File: config.mk
export PLATFORM = sky130hd
export DESIGN_NAME = trunc_restore_flat
export DESIGN_NICKNAME = d
export VERILOG_FILES = /design/src/rtl/trunc_restore_if.sv /design/src/rtl/trunc_restore.sv /design/src/flat_wrapper.sv
export SDC_FILE = /design/constraint.sdc
export NUM_CORES = 1
export LEC_CHECK = 0
export ABC_AREA = 1
export CORE_ASPECT_RATIO = 2
export CORE_MARGIN = 4
export CORE_UTILIZATION = 43
export DETAILED_ROUTE_END_ITERATION = 10
export MAX_ROUTING_LAYER = met4
export PLACE_DENSITY = 0.8
export SYNTH_ARGS = -nofsm -noshare
export SYNTH_HDL_FRONTEND = slang
export SYNTH_SLANG_ARGS = --single-unit
File: constraint.sdc
create_clock -name clk -period 1.2 [get_ports clk]
set_clock_uncertainty 0.05 [all_clocks]
set_input_delay 0.12 -clock clk [delete_from_list [all_inputs] [get_ports clk]]
set_output_delay 0.12 -clock clk [all_outputs]
set_load 0.03 [all_outputs]
File: src/rtl/trunc_restore_if.sv
// Stream bundle for trunc_restore: truncated-word input side, reconstructed-value output side.
interface trunc_restore_if #(
    parameter int unsigned N     = 5,
    parameter int unsigned CNT_W = 16
);
    logic             in_valid;
    logic             in_ready;
    logic [N-1:0]     in_signal;
    logic [N-1:0]     in_truncator;
    logic             in_load;
    logic             out_valid;
    logic             out_ready;
    logic [N-1:0]     out_value;
    logic [N-1:0]     out_mask;
    logic [CNT_W-1:0] beat_count;

    modport master (
        output in_valid, in_signal, in_truncator, in_load, out_ready,
        input  in_ready, out_valid, out_value, out_mask, beat_count
    );

    modport slave (
        input  in_valid, in_signal, in_truncator, in_load, out_ready,
        output in_ready, out_valid, out_value, out_mask, beat_count
    );
endinterface

File: src/rtl/trunc_restore.sv
// Rebuilds full values from truncated words: masked-off upper bits come from the last
// reconstructed value. Two-stage valid/ready pipeline.
module trunc_restore #(
    parameter int unsigned N     = 5,
    parameter int unsigned CNT_W = 16
) (
    input  logic            clk,
    input  logic            rst_n,
    trunc_restore_if.slave  bus
);
    logic             s1_valid_q, s1_valid_d;
    logic [N-1:0]     s1_signal_q, s1_signal_d;
    logic [N-1:0]     s1_mask_q, s1_mask_d;
    logic             out_valid_q, out_valid_d;
    logic [N-1:0]     out_value_q, out_value_d;
    logic [N-1:0]     out_mask_q, out_mask_d;
    logic [N-1:0]     hist_q, hist_d;
    logic [CNT_W-1:0] beat_count_q, beat_count_d;

    logic [N-1:0]     in_mask;
    logic [N-1:0]     merged;
    logic             adv2;
    logic             in_ready;
    logic             accept;

    // Prefix OR from the LSB: every bit at/above the lowest set truncator bit is masked.
    always_comb begin
        in_mask    = '0;
        in_mask[0] = bus.in_truncator[0];
        for (int unsigned i = 1; i < N; i++) begin
            in_mask[i] = in_mask[i-1] | bus.in_truncator[i];
        end
        if (bus.in_load) begin
            in_mask = '0;
        end
    end

    assign adv2     = s1_valid_q & (~out_valid_q | bus.out_ready);
    assign in_ready = ~s1_valid_q | adv2;
    assign accept   = bus.in_valid & in_ready;
    assign merged   = (s1_signal_q & ~s1_mask_q) | (hist_q & s1_mask_q);

    always_comb begin
        s1_valid_d   = s1_valid_q;
        s1_signal_d  = s1_signal_q;
        s1_mask_d    = s1_mask_q;
        out_valid_d  = out_valid_q;
        out_value_d  = out_value_q;
        out_mask_d   = out_mask_q;
        hist_d       = hist_q;
        beat_count_d = beat_count_q;

        if (accept) begin
            s1_valid_d  = 1'b1;
            s1_signal_d = bus.in_signal;
            s1_mask_d   = in_mask;
        end else if (adv2) begin
            s1_valid_d  = 1'b0;
        end

        // History follows stage-2 loads so back-to-back beats chain without a bubble.
        if (adv2) begin
            out_valid_d  = 1'b1;
            out_value_d  = merged;
            out_mask_d   = s1_mask_q;
            hist_d       = merged;
            beat_count_d = beat_count_q + CNT_W'(1);
        end else if (bus.out_ready) begin
            out_valid_d  = 1'b0;
        end
    end

    always_ff @(posedge clk) begin
        if (!rst_n) begin
            s1_valid_q   <= 1'b0;
            s1_signal_q  <= '0;
            s1_mask_q    <= '0;
            out_valid_q  <= 1'b0;
            out_value_q  <= '0;
            out_mask_q   <= '0;
            hist_q       <= '0;
            beat_count_q <= '0;
        end else begin
            s1_valid_q   <= s1_valid_d;
            s1_signal_q  <= s1_signal_d;
            s1_mask_q    <= s1_mask_d;
            out_valid_q  <= out_valid_d;
            out_value_q  <= out_value_d;
            out_mask_q   <= out_mask_d;
            hist_q       <= hist_d;
            beat_count_q <= beat_count_d;
        end
    end

    assign bus.in_ready   = in_ready;
    assign bus.out_valid  = out_valid_q;
    assign bus.out_value  = out_value_q;
    assign bus.out_mask   = out_mask_q;
    assign bus.beat_count = beat_count_q;
endmodule

File: src/flat_wrapper.sv
// flat-port wrapper written by rule: the top's interface ports become plain ports
module trunc_restore_flat 
#(
    parameter int unsigned N     = 5,
    parameter int unsigned CNT_W = 16
)
  (clk, rst_n, bus_in_valid, bus_in_signal, bus_in_truncator, bus_in_load, bus_out_ready, bus_in_ready, bus_out_valid, bus_out_value, bus_out_mask, bus_beat_count);
  trunc_restore_if #(.N(N), .CNT_W(CNT_W)) bus_i ();
  input  logic clk;
  input  logic rst_n;
  input wire logic [$bits(bus_i.in_valid)-1:0] bus_in_valid;
  input wire logic [$bits(bus_i.in_signal)-1:0] bus_in_signal;
  input wire logic [$bits(bus_i.in_truncator)-1:0] bus_in_truncator;
  input wire logic [$bits(bus_i.in_load)-1:0] bus_in_load;
  input wire logic [$bits(bus_i.out_ready)-1:0] bus_out_ready;
  output wire logic [$bits(bus_i.in_ready)-1:0] bus_in_ready;
  output wire logic [$bits(bus_i.out_valid)-1:0] bus_out_valid;
  output wire logic [$bits(bus_i.out_value)-1:0] bus_out_value;
  output wire logic [$bits(bus_i.out_mask)-1:0] bus_out_mask;
  output wire logic [$bits(bus_i.beat_count)-1:0] bus_beat_count;
  assign bus_i.in_valid = bus_in_valid;
  assign bus_i.in_signal = bus_in_signal;
  assign bus_i.in_truncator = bus_in_truncator;
  assign bus_i.in_load = bus_in_load;
  assign bus_i.out_ready = bus_out_ready;
  assign bus_in_ready = bus_i.in_ready;
  assign bus_out_valid = bus_i.out_valid;
  assign bus_out_value = bus_i.out_value;
  assign bus_out_mask = bus_i.out_mask;
  assign bus_beat_count = bus_i.beat_count;
  trunc_restore #(.N(N), .CNT_W(CNT_W)) u_core (.clk(clk), .rst_n(rst_n), .bus(bus_i));
endmodule
== Word level (Yosys, flattened, before mapping) ==
Index checks and enable logic that the tools add are counted.

* Add/sub/neg operators: 1
* Multiplexer cells: 5
* Reduce and logical (&&, ||, !) cells: 2
* Bitwise logic cells: 14

{| class="wikitable"
|+ Operator list
! cell !! count
|-
| 16-bit by 1-bit adder with 16-bit output, second input constant || 1
|-
| 5-bit bitwise AND || 2
|-
| 1-bit bitwise OR || 6
|-
| 5-bit 2-to-1 mux || 1
|-
| 5-bit NOT || 1
|-
| 5-bit bitwise OR || 1
|-
| 1-bit 2-to-1 mux || 4
|-
| 2-bit nonzero test || 2
|-
| 1-bit bitwise AND || 2
|-
| 1-bit NOT || 2
|}

* Register bits after elaboration: 38
* Input bits: 15
* Output and inout port bits: 28
* Logic and storage cells: 29

== Longest topological paths before layout ==
* Depth in word-level cells: 6
* Mapped depth: 8
* Depth with buffers taken out: 8

== Least setup slack after synthesis ==
Ideal clock, no wire load.

* Path kind: reg-to-reg
* From: register u_core.beat_count_q[1], in the netlist u_core.bus.beat_count[1]
* To: register u_core.beat_count_q[8], in the netlist u_core.bus.beat_count[8]
* Arrival time: 1.350 ns
* Stages on the path, launching flop included: 7
* Setup slack: -0.316 ns
* Path buffers: 0
* Clock period less this slack: 1.516 ns
* Path through: dfxtp_1 ha_1 nand3_1 nor2_2 nand3_1 o21ai_0 nor2_1

* Longest elaborated chain between the ends: 1

{| class="wikitable"
|+ Ends and longest elaborated chain
! item !! line !! source
|-
| start, declared || trunc_restore.sv:18 || <nowiki>logic [CNT_W-1:0] beat_count_q, beat_count_d;</nowiki>
|-
| start signal, assigned || trunc_restore.sv:91 || <nowiki>beat_count_q <= beat_count_d;</nowiki>
|-
| 16-bit by 1-bit adder with 16-bit output || trunc_restore.sv:67 || <nowiki>beat_count_d = beat_count_q + CNT_W'(1);</nowiki>
|}

No other way between the ends.
A chain may end at the register's enable or synchronous reset.

== Worst setup path in the final report ==
* From: register u_core.out_valid_q, in the netlist u_core.bus.out_valid
* To: output port bus_in_ready

* Longest elaborated chain between the ends: 4

{| class="wikitable"
|+ Ends and longest elaborated chain
! item !! line !! source
|-
| start, declared || trunc_restore.sv:14 || <nowiki>logic out_valid_q, out_valid_d;</nowiki>
|-
| start signal, assigned || trunc_restore.sv:87 || <nowiki>out_valid_q <= out_valid_d;</nowiki>
|-
| 1-bit NOT || trunc_restore.sv:38 || <nowiki>assign adv2 = s1_valid_q & (~out_valid_q | bus.out_ready);</nowiki>
|-
| 1-bit bitwise OR || trunc_restore.sv:38 ||
|-
| 1-bit bitwise AND || trunc_restore.sv:38 ||
|-
| 1-bit bitwise OR || trunc_restore.sv:39 || <nowiki>assign in_ready = ~s1_valid_q | adv2;</nowiki>
|-
| end, declared || flat_wrapper.sv:16 || <nowiki>output wire logic [$bits(bus_i.in_ready)-1:0] bus_in_ready;</nowiki>
|}

No other way between the ends.

==> qor.yml <==
route.detailed.vias_per_inst: 4.94
hold_start: "bus_out_ready"
finalCoreUtilization_pct: 67.2
share_of_cells_above_drive_strength_1_pct: 40.2
num_antenna_cells: 0
timing.critical_path.fanout_max: 4
crit_path_end_kind: "output pin"
status: "finished with violations"
drv_cap: 0
critical_path_required_ns: 1.03
via_count_of_the_first_global_routing_pass: 1616
worstMarginPinSlew_ns: 0.474
cp_top_family: "flip-flops"
rsz0062_at_grt: "true"
placement.setup.worst_slack_ns: -0.375
die_w_um: 52.4
mappedNetlistArea_um2: 1690
remaining_drc_errors: 0
power_density_nw_per_um2: 1080
critical_path.reg2reg.startpoint: "u_core.bus.beat_count[0]$_SDFFE_PN0P_"
max_clock_freq_mhz: 771
die-area_um2: 5070
synth.yosys.seq_area_share_pct: 44.9
power.static_leakage_nw: 1.15
routedWlPerCell_um: 12.2
crit_chain: "buf_6 > nand3_4 > buf_6 > buf_6"
timing.hold.worst_path_depth: 4
placement.io_buffers: 42
tritoncts.num_buffers: 5
violations_in_the_final_reports: "negative setup slack"
drt-total-wl_mm: 4.24
postSynthRegisterBits: 38
dpl.cell_count: 328
area_growth_syn_to_layout_pct: 52.5
drt_iter0_drc: 25
drtPass1Iterations: 4
grt.total_usage_pct: 17.7
setup_tns_ns: -0.347
clock_tree_from_tritoncts: "done"
multi_input_comb_area_um2: 910
clk_pin_slew_ns: 0.08
period_minus_slack_ns: 1.30
grt_first_pass_wirelength_mm: 6.67
clockRootBuffer: "clkbuf_8"
source_to_sink_clock_delay_at_the_later_pin_of_the_worst_skew_pair_ns: 0.29
grt_max_degree: 20
report.final.slew_viol_count: 0
critical_path.most_common_cell: "buf_6"
power.net_switching_mw: 0.737
setup_ws_ns: -0.0973
seqCellArea_um2: 802
dp_hpwl_mm: 3.05
p_comb_share_pct: 15.0
htree_num_levels: 2
synth_largest_type_area_fraction_pct: 44.9
hold_path_class: "in2reg"
number_of_cells_produced_by_synthesis: 225
cts_hold_buf: 0
timing.setup.critical_path_class: "reg2out"
reg2reg_depth: 7
timing.final.setup_violations: 8
critPathLaunchType: "register"
critical_path.slowest_cell: "dfxtp_4"
timing.critical_path.from: "u_core.bus.out_valid$_SDFFE_PN0P_"
met2_usage_in_global_routing_pct: 32.5
vias: 1715
die_height_um: 96.7
floorplan.core_area_um2: 3840
hold_violations_final: 0
final.fill_count: 337
final_weighted_congestion_in_routability_driven_placement: 0.767
synthesis.area_per_instance_um2: 7.52
mappedNetlistNets: 241
internal_power_mw: 2.04
globalRouteMet1Util_pct: 15.6
grt_util_met3_pct: 3.70
timing.critical_path.depth: 4
globalRouteOverflowTotal: 0
synth_cell_types: 31
cp_data_arrival_time_ns: 1.13
global_route.peak_usage_layer: "met2"
io_pins: 43
p_clk_share_pct: 36.6
clock_sink_count: 38
switching_share_pct: 26.5
synth_top_cells_by_area: "dfxtp_1 45%, nor2_1 9.3%, nand2_1 8.2%, inv_1 5.3%, o21ai_0 5.0%"
max_stage_delay_ns: 0.40
number_of_antenna_violations_at_the_first_check_in_global_routing: 0
start_util_pct: 44.0
worst_ir_drop_vdd_v: 0.00100
max-clock-path-buffers: 2
layout.nets: 311
cp.buffers_inverters: 3
final-instance-count-excl-fill: 347
yosys_warnings: 0
antenna_left: 0
power.sequential.fraction_pct: 48.5
placement_rows: 32
netlist.top_cell.by_area: "dfxtp_1"
headroom_to_the_max_slew_limit_pct: 68.3
fin_crit_sh_pct: 108
logic make-up after synthesis:
kind of cell               after synthesis  synth area share (%)
and+or+nand+nor                        109                  30.2
AOI/OAI and AO/OA                       43                  15.2
DFF                                     38                  44.9
buffers and inverters                   33                  8.50
xor gates and xnor gates                 1                 0.517
adders and majority gates                1                 0.739
area by class of cell:
type | instances | area share, %
Multi-Input combinational cell | 154 | 35.2
Sequential cell | 38 | 31.1
Timing Repair Buffer | 70 | 23.3
Inverter | 26 | 3.78
Clock buffer | 6 | 3.64
Tap cell | 51 | 2.47
Clock inverter | 2 | 0.485
synth_stat cells:
master and count:
and2_1 1, xor2_1 1, a21oi_1 16, buf_2 1, buf_1 1, inv_2 2, ha_1 1, nand4_1 2
o21ai_2 1, or2_2 2, clkbuf_1 2, o211a_1 4, dfxtp_1 38, a21oi_4 1, nand3_1 8, nor2_2 3
buf_6 2, nor2_4 2, inv_1 24, nor2_1 42, a21oi_2 1, o21ai_0 17, nor3b_2 2, nand2_2 5
o21ai_1 2, nand3_2 2, nand2_1 37, buf_4 1, or2_4 2, o21bai_1 1, nand3b_1 1
path summary, 6_finish.rpt:
kind	end	slack, ns
max	bus_in_ready	-0.1
min reg2reg	register	0.41
max reg2reg	u_core.bus.beat_count[8]$_SDFFE_PN0P_	-0.1
min	u_core.bus.out_valid$_SDFFE_PN0P_	0.14
cell usage in the layout (no fill, tap or decap), types with 3 or more instances in the layout:
master / netlist / routed
a21oi_1: 16 / 16
buf_4: 1 / 47
buf_6: 2 / 4
clkbuf_8: 0 / 5
clkdlybuf4s50_1: 0 / 13
dfxtp_1: 38 / 23
dfxtp_2: 0 / 6
dfxtp_4: 0 / 9
inv_1: 24 / 21
inv_2: 2 / 5
nand2_1: 37 / 36
nand2_4: 0 / 5
nand3_1: 8 / 5
nand3_2: 2 / 3
nor2_1: 42 / 37
nor2_2: 3 / 4
nor2_4: 2 / 6
o211a_1: 4 / 4
o21ai_0: 17 / 10
o21ai_1: 2 / 6
o21ai_2: 1 / 4
or2_4: 2 / 4
power groups by stage:
stage                     combinational [mW]  sequential [mW]  clock [mW]
final                                  0.416             1.35        1.02
after global routing                   0.452             1.35        1.08
after CTS                              0.395             1.35        1.03
after detailed placement               0.379             1.38           0
after global placement                 0.372             1.38           0
after floorplan                        0.148             1.43           0
per-stage QoR:
stage          cell area, um^2  power [mW]  hold WS (ns)
3_5_place_dp              2280        1.76         0.397
2_1_floorplan             1760        1.58         0.213
4_1_cts                   2500        2.78         0.389
5_1_grt                   2580        2.88         0.160
3_3_place_gp              2280        1.75         0.392
6_report                  2580        2.78         0.141
routing by layer:
layer | share of wire, % | vias up
met2 | 58 | 44
met4 | 2.5 | 0
met3 | 4.1 | 9
met5 | 0 | -
li1 | - | 852
met1 | 35 | 810
worst register-to-register path, stage by stage, from the launching register on:
cell     delay, ns
dfxtp_4       0.38
ha_4          0.15
nand3_4       0.07
nor2_4        0.15
buf_4         0.15
nand3_2       0.07
o21ai_1       0.12
nor2_1        0.05
repair_timing:
action | in CTS | in global routing
gates resized for setup | 23 | 27
pin swaps | 7 | 15
gates cloned | 0 | 0
buffers inserted | 8 | 4
setup endpoints to repair | 23 | 28
No activity file was read; power rests on OpenSTA's default activity.
